$ cat src/rtl/sr_reg_arbiter.sv
// Round-robin arbiter committing one requester's set/clear masks per cycle into a shared flag register.
// Optional SR_ARB_TOGGLE_EN: s=r=1 toggles the bit, and conflict reporting is tied off.
module sr_reg_arbiter #(
  parameter int NREQ  = 4,
  parameter int WIDTH = 8
) (
  input  logic                  clk,
  input  logic                  reset,
  input  logic [NREQ-1:0]       req,
  input  logic [NREQ*WIDTH-1:0] set_mask,
  input  logic [NREQ*WIDTH-1:0] clr_mask,
  output logic [NREQ-1:0]       gnt,
  output logic [WIDTH-1:0]      q,
  output logic                  conflict,
  output logic [7:0]            conflict_cnt
);

  localparam int PW = (NREQ > 1) ? $clog2(NREQ) : 1;

  logic [PW-1:0]    ptr;
  logic [PW-1:0]    win;
  logic [PW-1:0]    ptr_nxt;
  logic [NREQ-1:0]  elig;
  logic             found;
  logic [WIDTH-1:0] s;
  logic [WIDTH-1:0] r;
  logic [WIDTH-1:0] q_nxt;

  // gnt doubles as the last-winner mask: both are one-hot(w) or zero
  always_comb begin
    elig  = req & ~gnt;
    found = 1'b0;
    win   = '0;
    for (int k = 0; k < NREQ; k++) begin
      if (!found && elig[(int'(ptr) + k) % NREQ]) begin
        found = 1'b1;
        win   = PW'((int'(ptr) + k) % NREQ);
      end
    end
  end

  always_comb begin
    s       = set_mask[int'(win)*WIDTH +: WIDTH];
    r       = clr_mask[int'(win)*WIDTH +: WIDTH];
    ptr_nxt = (int'(win) == NREQ - 1) ? '0 : win + 1'b1;
`ifdef SR_ARB_TOGGLE_EN
    q_nxt   = (q & ~(s | r)) | (s & ~r) | (~q & s & r);
`else
    q_nxt   = (q & ~(s ^ r)) | (s & ~r);
`endif
  end

  always_ff @(posedge clk or negedge reset) begin
    if (!reset) begin
      ptr <= '0;
      gnt <= '0;
      q   <= '0;
    end else if (found) begin
      ptr <= ptr_nxt;
      gnt <= NREQ'(1) << win;
      q   <= q_nxt;
    end else begin
      gnt <= '0;
    end
  end

`ifdef SR_ARB_TOGGLE_EN
  assign conflict     = 1'b0;
  assign conflict_cnt = '0;
`else
  logic hit;

  assign hit = found && (|(s & r));

  always_ff @(posedge clk or negedge reset) begin
    if (!reset) begin
      conflict     <= 1'b0;
      conflict_cnt <= '0;
    end else begin
      conflict <= hit;
      if (hit && conflict_cnt != 8'hFF)
        conflict_cnt <= conflict_cnt + 8'd1;
    end
  end
`endif

endmodule

$ cat config.mk
export PLATFORM = sky130hd
export DESIGN_NAME = sr_reg_arbiter
export DESIGN_NICKNAME = d
export VERILOG_FILES = /design/src/rtl/sr_reg_arbiter.sv
export SDC_FILE = /design/constraint.sdc
export NUM_CORES = 1
export LEC_CHECK = 0
export CAP_MARGIN = 25
export CORE_AREA = 2 2 77 79
export DETAILED_ROUTE_END_ITERATION = 16
export DIE_AREA = 0 0 79 81
export PLACE_DENSITY = 0.79
export SLEW_MARGIN = 25
export SYNTH_ARGS = -nofsm -noshare
export SYNTH_HDL_FRONTEND = slang
export SYNTH_SLANG_ARGS = --single-unit
$ cat constraint.sdc
create_clock -name clk -period 3.8 [get_ports clk]
set_input_delay 0.76 -clock clk [delete_from_list [all_inputs] [get_ports clk]]
set_output_delay 0.76 -clock clk [all_outputs]
set_load 0.1 [all_outputs]
==> summary.md, run 1 <==
| Metric | Value |
|---|---|
| Status | `complete, no violations` |
| Worst slew pin tran | `999 ps` |
| P_leak | `1.23 nW` |
| Simple-Gate Fraction of Synth Area | `21.6%` |
| Synth cell count leaders | `nand2_1, dfrtp_1, ha_1` |
| TritonRoute pass-1 iters | `4` |
| Net Count, Synth | `306` |
| Synth Area in Compound Gates | `23.3%` |
| Hold Path Class | `in -> async` |
| Register area share after synthesis | `30.3%` |
| # Max-Cap Violations | `0` |
| PortBufs | `90` |
| H-Tree Depth | `1` |
| Flop-to-flop setup slack | `860 ps` |
| Max_slew headroom | `33.2%` |
| Synth Area in XOR/XNOR | `3.23%` |
| Placer congestion estimate | `0.735` |
| Total GRT Usage | `15.5%` |
| P per Cell Area | `1030 nW/um2` |
| Starting Density | `33.5%` |
| Pin count of the biggest net entering global routing | `44` |
| Clock buffer depth | `2` |
| Crit Path Max Fanout | `34` |
| Post-CTS Setup Bufs | `0` |
| Area delta synth->final | `51.4%` |
| Vias in the first global route | `1829` |
| FF/Latch Area | `576 um2` |
| CP arrival | `3660 ps` |
| Vias | `1905` |
| VDD IR max | `586 uV` |
| Ports | `91` |
| Cell row count | `28` |
| Antenna-violating nets left | `0` |
| Drt drc | `0` |
| Final setup vio count | `0` |
| Most instantiated library cell after synthesis | `nand2_1` |
| #FFs+latches synth | `23` |
| Mapped Area | `1900 um2` |
| Yosys top cell area share | `30.3%` |
| Fraction of synthesized area in multiplexers | `1.18%` |
| Placed Cells | `368` |
| Asr flop ratio synth | `100%` |
| Adder-cell area share of the yosys netlist | `13.8%` |
| Cts hold-fix bufs | `0` |
| Filler instances | `570` |
| Final core utilization | `50.7%` |
| Worst EP required | `3950 ps` |
| Final WL | `5120 um` |
| Inserted Clock Buffers | `3` |
| Area of the multi-input gates | `1200 um2` |
| Synth Warn # | `0` |
| Final Cycle Share | `92.3%` |
| Most area-hungry cell type in the Yosys netlist | `dfrtp_1` |
| Crit start category | `input port` |
| Drt wl/cell | `13.8 um` |
| CTS tree | `done` |
| Post-synth EDFFs | `0` |
| Detailed Route Iter0 Violations | `74` |
| Clk sinks | `23` |
| CTS clk-pin slew, worst paths | `90 ps` |
| Total die area | `6400 um2` |
| Non-filler cells, final | `372` |
| Final hold vios | `0` |
| Die Height | `81 um` |
| CP Class | `in -> reg` |
| Std-Cell Core Area | `5680 um2` |
| Minimum clock period after layout | `3510 ps` |
| Mean Syn Cell Area | `8.84 um2` |
| RSZ-0062 raised after global routing | `false` |
| Main synth FF type | `dfrtp_1` |
| DP HPWL | `3950 um` |
| Instance count of the mapped netlist | `215` |
| Gr ovfl total | `0` |
| Crit end category | `flip-flop` |
| First-pass GRT wire length | `8050 um` |
| CTS Root Cell | `clkbuf_8` |
| Fin. max-slew vios | `0` |
| Peak Freq | `285 MHz` |
| Setup Skew | `7.65 ps` |
| Main combinational cell family by area after synthesis | `compound AO/OA/AOI/OAI gates` |
| Net count, final | `389` |
| Antenna violations before repair | `0` |
| Worst skew pair latency | `260 ps` |
| Resized cells post-CTS | `0` |
| Post-synthesis cell type count | `36` |
| Antenna Cells | `0` |
| Share of cells above drive strength 1 | `5.39%` |
| Via-to-Cell Ratio | `5.12` |
| Die Wd | `79 um` |
| Area contributors post-synth | `dfrtp_1, ha_1, nand2_1, a32oi_1, a21oi_1` |
## cells in the final DEF (no fill, tap or decap), types with 2 or more instances in the layout
master            n
a21oi_1          16
nand3_1           4
inv_1             2
nand2_2           5
nor4_1            2
nor2b_1           3
a22o_1            9
dfrtp_1          23
nand2_1          54
nor2_1            4
xor2_1            6
nor3b_1           2
clkdlybuf4s50_1  89
and2_1            6
clkbuf_8          3
nor3_1            3
a32oi_1          16
a32o_1            8
nand2b_1          3
ha_1             21
buf_12            2
## through the flow
stage | cell area (um2) | power (mW) | setup WS [ps] | hold WS, ps | setup TNS, ps
final | 2880 | 2.96 | 292 | 464 | 0
after global routing | 2880 | 3.19 | 101 | 508 | 0
after CTS | 2880 | 2.98 | 241 | 483 | 0
after detailed placement | 2830 | 2.81 | -18.6 | 482 | -18.6
after global placement | 2830 | 2.77 | -29.8 | 483 | -29.8
after floorplan | 1900 | 2.33 | 514 | 464 | 0
## report_power, final
part | switching (mW) | total (mW) | internal (mW) | leakage (nW)
Sequential | 0.106 | 0.478 | 0.371 | 0.282
Clock | 0.0798 | 0.154 | 0.0741 | 0.0217
Combinational | 1.53 | 2.33 | 0.800 | 0.927
Total | 1.72 | 2.96 | 1.25 | 1.23
## registers in the layout, indices dropped and copies added (netlist names)
signal	flops
q	8
gnt	4
ptr	2
conflict_cnt	8
conflict	1
## cell families after synthesis
kind of cell,Yosys count
and+or+nand+nor,89
xor gates and xnor gates,7
muxes,2
buffers and inverters,18
DFF,23
AOI/OAI and AO/OA,55
adders and majority gates,21
## area by class of cell
cell class | count | share of cell area (%)
Clock buffer | 3 | 1.43
Clock inverter | 1 | 0.261
Inverter | 3 | 0.565
Multi-Input combinational cell | 174 | 41.7
Sequential cell | 23 | 20.0
Tap cell | 75 | 3.26
Timing Repair Buffer | 93 | 32.8
## routing by layer
| metal | global-route usage (%) | wire [um] | up-vias |
|---|---|---|---|
| li1 | - | - | 946 |
| met1 | 19.7 | 2290 | 891 |
| met2 | 26.6 | 2410 | 64 |
| met3 | 4.33 | 388 | 4 |
| met4 | 2.76 | 29 | 0 |
| met5 | 0 | 0 | - |
## final timing paths
kind	startpoint	to	cells past startpoint
min in group clk	q[6]	q[6]	1
setup / recovery	req[2]	conflict_cnt[1]	12
hold reg to reg	q[6]	q[6]	1
max in group asynchronous	reset	gnt[0]	1
setup reg to reg	gnt[0]	conflict_cnt[1]	11
hold / removal	reset	q[6]	1
## worst max-delay path: stages
cell             delay, ps
clkdlybuf4s50_1        490
nor2b_1                210
a311o_1                180
and2_1                 240
clkinv_4               260
nand2_1                140
a32oi_1                140
ha_1                   220
nor4_1                 320
nand2_1                170
o211ai_4               160
mux2_1                 350
Power figures use the tool's default switching activity.
==> run 2: changes to the inputs <==
Clock period 3.8 ns to 4.2 ns, I/O delays scaled along.
==> run 2 against run 1 <==
Cell count shrank 0.27%. Largest power group unchanged. Setup slack gained 290 ps. Die area is the same. Largest cell class unchanged. Wire length shrank 0.23%. Highest routed layer unchanged. Flip-flop and latch count is the same. Sequential power shrank 9.4%. Total power shrank 9.5%. Cell area shrank 0.39%. Register-to-register slack gained 370 ps. Clock skew shrank 4.4 ps.
==> summary.md, run 2 (synthesized netlist as in run 1, its figures left out) <==
| Metric | Value |
|---|---|
| Placer congestion estimate | `0.757 (was 0.735)` |
| Ports | `91 (unchanged)` |
| Final Cycle Share | `86.2%` |
| Cell row count | `28 (unchanged)` |
| Setup Skew | `3.22 ps (was 7.65 ps)` |
| CTS tree | `done (unchanged)` |
| Peak Freq | `276 MHz` |
| Commonest cells after routing, fill and taps aside | `clkdlybuf4s50_1, nand2_1, dfrtp_1 (unchanged)` |
| Int Pwr | `1.13 mW (was 1.25 mW)` |
| Flop-to-flop setup slack | `1230 ps (was 860 ps)` |
| Final setup TNS | `0 ps (unchanged)` |
| Crit start category | `input port (unchanged)` |
| Vias in the first global route | `1790 (was 1829)` |
| First-pass GRT wire length | `8090 um (was 8050 um)` |
| Worst slew pin tran | `1000 ps (was 999 ps)` |
| Cts hold-fix bufs | `0 (unchanged)` |
| H-Tree Depth | `1 (unchanged)` |
| Total die area | `6400 um2 (unchanged)` |
| Placed Cells | `367 (was 368)` |
| VDD IR max | `472 uV (was 586 uV)` |
| Std-Cell Core Area | `5680 um2 (unchanged)` |
| CP arrival | `3780 ps (was 3660 ps)` |
| Setup ws final | `580 ps (was 292 ps)` |
| Status | `complete, no violations (unchanged)` |
| Worst skew pair latency | `270 ps (was 260 ps)` |
| CTS clk-pin slew, worst paths | `80 ps (was 90 ps)` |
| Gr ovfl total | `0 (unchanged)` |
| Pin count of the biggest net entering global routing | `44 (unchanged)` |
| Antenna violations before repair | `0 (unchanged)` |
| Overall power | `2.68 mW (was 2.96 mW)` |
| # Max-Cap Violations | `0 (unchanged)` |
| Drt drc | `0 (unchanged)` |
| CTS Root Cell | `clkbuf_8 (unchanged)` |
| P_leak | `1.23 nW (about the same)` |
| Largest registers | `conflict_cnt (8), q (8), gnt (4) (unchanged)` |
| Die Height | `81 um (unchanged)` |
| Non-filler cells, final | `371 (was 372)` |
| Clock network fraction of total power | `5.3% (was 5.2%)` |
| Inserted Clock Buffers | `3 (unchanged)` |
| Comb pwr share | `78.6% (was 78.7%)` |
| Clk sinks | `23 (unchanged)` |
| RSZ-0062 raised after global routing | `false (unchanged)` |
| Area delta synth->final | `50.8% (was 51.4%)` |
| Max_slew headroom | `33.0% (was 33.2%)` |
| Detailed Route Iter0 Violations | `54 (was 74)` |
| Reg power frac | `16.2% (was 16.1%)` |
| DP HPWL | `3940 um (was 3950 um)` |
| Switch Pwr | `1.55 mW (was 1.72 mW)` |
| Pre-CTS setup slack | `240 ps (was -18.6 ps)` |
| Antenna Cells | `0 (unchanged)` |
| Post-CTS Setup Bufs | `0 (unchanged)` |
| Final WL | `5110 um (was 5120 um)` |
| Resized cells post-CTS | `0 (unchanged)` |
| Crit Path Max Fanout | `34 (unchanged)` |
| Final hold vios | `0 (unchanged)` |
| Via-to-Cell Ratio | `5.10 (was 5.12)` |
| Vias | `1891 (was 1905)` |
| Total GRT Usage | `15.9% (was 15.5%)` |
| Crit end category | `flip-flop (unchanged)` |
| Minimum clock period after layout | `3620 ps` |
| Post-DP Area | `2820 um2 (was 2830 um2)` |
| Starting Density | `33.5% (unchanged)` |
| Final setup vio count | `0 (unchanged)` |
| Share of cells above drive strength 1 | `4.73% (was 5.39%)` |
| Die Wd | `79 um (unchanged)` |
| Post-route cell area | `2870 um2 (was 2880 um2)` |
| Commonest non-fill, non-tap cell in the layout | `clkdlybuf4s50_1 (unchanged)` |
| TritonRoute pass-1 iters | `4 (unchanged)` |
| Drt wl/cell | `13.8 um (about the same)` |
| CP Class | `in -> reg (unchanged)` |
| PortBufs | `90 (unchanged)` |
| Worst EP required | `4360 ps (was 3950 ps)` |
| Sw frac | `57.9% (about the same)` |
| Hold Path Class | `reg -> reg (was in -> async)` |
| P per Cell Area | `935 nW/um2 (was 1030 nW/um2)` |
| Antenna-violating nets left | `0 (unchanged)` |
| Clock buffer depth | `2 (unchanged)` |
| Fin. max-slew vios | `0 (unchanged)` |
| Net count, final | `388 (was 389)` |
-- run 2: changes by cell type in the layout (fill, tap and decap cells not counted), sizes merged --
cell,before,now
buf,4,3
clkbuf,3,4
clkinvlp,1,0
-- run 2: power groups by stage --
stage | registers [mW] | clock network (mW) | logic, mW
after floorplan | 1.09 | 0 | 1.02
after global placement | 0.435 | 0 | 2.07
after detailed placement | 0.434 | 0 | 2.12
after CTS | 0.433 | 0.142 | 2.12
after global routing | 0.450 | 0.149 | 2.29
final | 0.433 | 0.141 | 2.11
-- run 2: area by class of cell --
| type | count | area (um2) |
|---|---|---|
| repair buffers | 92 | 936 |
| well taps | 75 | 93.8 |
| multi-input cells | 174 | 1200 |
| fillers | 560 | 2810 |
| clock buffers | 4 | 45.0 |
| inverters | 3 | 16.3 |
| flip-flops and latches | 23 | 576 |
-- run 2: layer usage --
metal / wire (um) / GRT usage [%]
met5: 0 / 0
met4: 58 / 5.17
met3: 365 / 4.67
met2: 2430 / 25.8
met1: 2250 / 20.2
-- run 2: stage by stage --
stage	hold WS [ps]	util, %
3_3_place_gp	484	49.8
3_5_place_dp	482	49.7
5_1_grt	543	50.5
4_1_cts	504	50.5
6_report	503	50.5
2_1_floorplan	521	-
-- run 2: path summary, 6_finish.rpt --
| check | start | endpoint | cells after the start |
|---|---|---|---|
| worst max-delay path | req[2] | conflict_cnt[1] | 12 |
| worst min-delay path | conflict_cnt[6] | conflict_cnt[6] | 1 |
| worst min register to register | conflict_cnt[6] | conflict_cnt[6] | 1 |
| max in group asynchronous | reset | q[1] | 1 |
| min in group asynchronous | reset | q[6] | 1 |
| worst max register to register | gnt[0] | conflict_cnt[1] | 11 |
-- run 2: critical path, stage by stage --
cell and delay (ps):
clkdlybuf4s50_1 490, nor2b_1 230, a311o_1 190, and2_1 240, clkinv_4 260, nand2_1 140, a32oi_1 140, ha_1 230
nor4_1 340, nand2_1 160, o211ai_4 160, mux2_1 360
==> run 3: changes to the inputs <==
Settings changed: CORE_AREA 2 2 77 79 to 2 2 86 71, DIE_AREA 0 0 79 81 to 0 0 88 73.
==> run 3 against run 2 <==
Clock-buffer cell count is 1 lower. Critical path type unchanged. Core utilization is 0.056 points higher. Critical path depth stayed put. Cell area is 0.13% lower. Die area is 0.39% higher. Flip-flop and latch count stayed put. First-iteration DRC count is 65% higher. Highest routed layer unchanged. Setup slack worse by 31 ps. Fmax is 0.85% lower. Global-route usage is 0.45 points lower. Register-to-register slack worse by 90 ps.
==> summary.md, run 3 (synthesized netlist as in run 1, its figures left out) <==
| Metric | Value |
|---|---|
| CP Class | `in -> reg (unchanged)` |
| PortBufs | `90 (unchanged)` |
| Antenna-violating nets left | `0 (unchanged)` |
| Final hold vios | `0 (unchanged)` |
| Crit start category | `input port (unchanged)` |
| Ports | `91 (unchanged)` |
| Vias | `1911 (was 1891)` |
| Inserted Clock Buffers | `3 (unchanged)` |
| Via-to-Cell Ratio | `5.07 (was 5.10)` |
| Status | `complete, no violations (unchanged)` |
| Net count, final | `388 (unchanged)` |
| R2R depth | `11 (unchanged)` |
| Final Cycle Share | `86.9% (was 86.2%)` |
| Area delta synth->final | `50.6% (was 50.8%)` |
| Cell row count | `25 (was 28)` |
| Std-Cell Core Area | `5660 um2 (was 5680 um2)` |
| Worst skew pair latency | `260 ps (was 270 ps)` |
| Commonest non-fill, non-tap cell in the layout | `clkdlybuf4s50_1 (unchanged)` |
| DP HPWL | `3940 um (about the same)` |
| Hold path depth | `1 (unchanged)` |
| Placed Cells | `373 (was 367)` |
| Starting Density | `33.6% (was 33.5%)` |
| Largest registers | `conflict_cnt (8), q (8), gnt (4) (unchanged)` |
| Die Wd | `88 um (was 79 um)` |
| Detailed Route Iter0 Violations | `89 (was 54)` |
| First-pass GRT wire length | `7840 um (was 8090 um)` |
| Minimum clock period after layout | `3650 ps (was 3620 ps)` |
| Share of cells above drive strength 1 | `5.07% (was 4.73%)` |
| Drt wl/cell | `13.4 um (was 13.8 um)` |
| Antenna Cells | `0 (unchanged)` |
| Resized cells post-CTS | `0 (unchanged)` |
| Crit Path Max Fanout | `34 (unchanged)` |
| Commonest cells after routing, fill and taps aside | `clkdlybuf4s50_1, nand2_1, dfrtp_1 (unchanged)` |
| CP max-delay cell | `clkdlybuf4s50_1 (unchanged)` |
| Vias in the first global route | `1825 (was 1790)` |
| Cts hold-fix bufs | `0 (unchanged)` |
| Worst slew pin tran | `992 ps (was 1000 ps)` |
| Non-filler cells, final | `377 (was 371)` |
| Met2 Use GR | `27.7% (was 25.8%)` |
| Die Height | `73 um (was 81 um)` |
| CTS tree | `done (unchanged)` |
| Grt met1 use | `17.8% (was 20.2%)` |
| Flop-to-flop setup slack | `1140 ps (was 1230 ps)` |
| Final setup TNS | `0 ps (unchanged)` |
| Post-CTS Setup Bufs | `0 (unchanged)` |
| Busiest grt layer | `met2 (unchanged)` |
| Crit end category | `flip-flop (unchanged)` |
| Total die area | `6420 um2 (was 6400 um2)` |
| Drt drc | `0 (unchanged)` |
| Hold Path Class | `reg -> reg (unchanged)` |
| Clk sinks | `23 (unchanged)` |
| H-Tree Depth | `1 (unchanged)` |
| Pin count of the biggest net entering global routing | `44 (unchanged)` |
| Met3 Usage GRT | `5.88% (was 4.67%)` |
| Worst EP required | `4350 ps (was 4360 ps)` |
| # Max-Cap Violations | `0 (unchanged)` |
| CP peak stage delay | `490 ps (about the same)` |
| Gr ovfl total | `0 (unchanged)` |
| Total GRT Usage | `15.4% (was 15.9%)` |
| Max_slew headroom | `33.7% (was 33.0%)` |
| Setup Skew | `2.43 ps (was 3.22 ps)` |
| RSZ-0062 raised after global routing | `false (unchanged)` |
| Final WL | `5040 um (was 5110 um)` |
| Final setup vio count | `0 (unchanged)` |
| Clock buffer depth | `2 (unchanged)` |
| CTS Root Cell | `clkbuf_8 (unchanged)` |
| Peak Freq | `274 MHz (was 276 MHz)` |
| TritonRoute pass-1 iters | `5 (was 4)` |
| CP arrival | `3800 ps (was 3780 ps)` |
| Placer congestion estimate | `0.851 (was 0.757)` |
| Critical Path, Cell by Cell | `clkdlybuf4s50_1 -> nand3b_1 -> a311o_1 -> and2_1 -> buf_4 -> a21oi_1 -> a32oi_1 -> ha_1 -> nor4_1 -> nand2_1 -> o211ai_4 -> mux2_1 (was clkdlybuf4s50_1 -> nor2b_1 -> a311o_1 -> and2_1 -> clkinv_4 -> nand2_1 -> a32oi_1 -> ha_1 -> nor4_1 -> nand2_1 -> o211ai_4 -> mux2_1)` |
| Fin. max-slew vios | `0 (unchanged)` |
| Antenna violations before repair | `0 (unchanged)` |
| CTS clk-pin slew, worst paths | `80 ps (about the same)` |
==> run 3: changes by cell type in the layout (fill, tap and decap cells not counted) <==
cell | previous run | this run
buf_12 | 2 | 1
buf_4 | 0 | 1
clkbuf_1 | 1 | 0
clkinv_2 | 0 | 1
==> run 3: worst paths after layout <==
kind | start | endpoint
min in group asynchronous | reset | q[4]
worst min register to register | conflict_cnt[6] | conflict_cnt[6]
max in group asynchronous | reset | q[1]
worst max register to register | gnt[0] | conflict_cnt[1]
worst min-delay path | conflict_cnt[6] | conflict_cnt[6]
worst max-delay path | req[0] | conflict_cnt[1]
==> run 3: layer usage <==
layer  routed length (um)  up-vias
li1                     -      939
met2                 2470       71
met5                    0        -
met1                 2080      897
met4                   40        0
met3                  442        4
==> run 3: through the flow <==
stage	hold slack [ps]	cell area [um2]	utilization, %	setup WS, ps
3_5_place_dp	487	2820	49.7	305
4_1_cts	507	2860	50.6	576
5_1_grt	525	2860	50.6	403
2_1_floorplan	521	1900	-	914
3_3_place_gp	484	2820	49.8	338
6_report	506	2860	50.6	548
==> run 3: cell type report <==
cell class	instances	area [um2]
clock buffers	3	41.3
clock inverters	1	5.00
fillers	548	2800
inverters	3	16.3
multi-input cells	174	1200
flip-flops and latches	23	576
well taps	81	101
repair buffers	92	923
==> run 3: critical path, delay by kind of cell <==
family / cells / cell delay (ps)
and+or+nand+nor: 4 / 820
adders and majority gates: 1 / 240
buffers and inverters: 2 / 740
muxes: 1 / 350
AOI/OAI and AO/OA: 4 / 800
Power of run 3 is left out: the tool's default activity adds up to more than one toggle a clock period on the data nets, which glitch-free logic cannot reach.
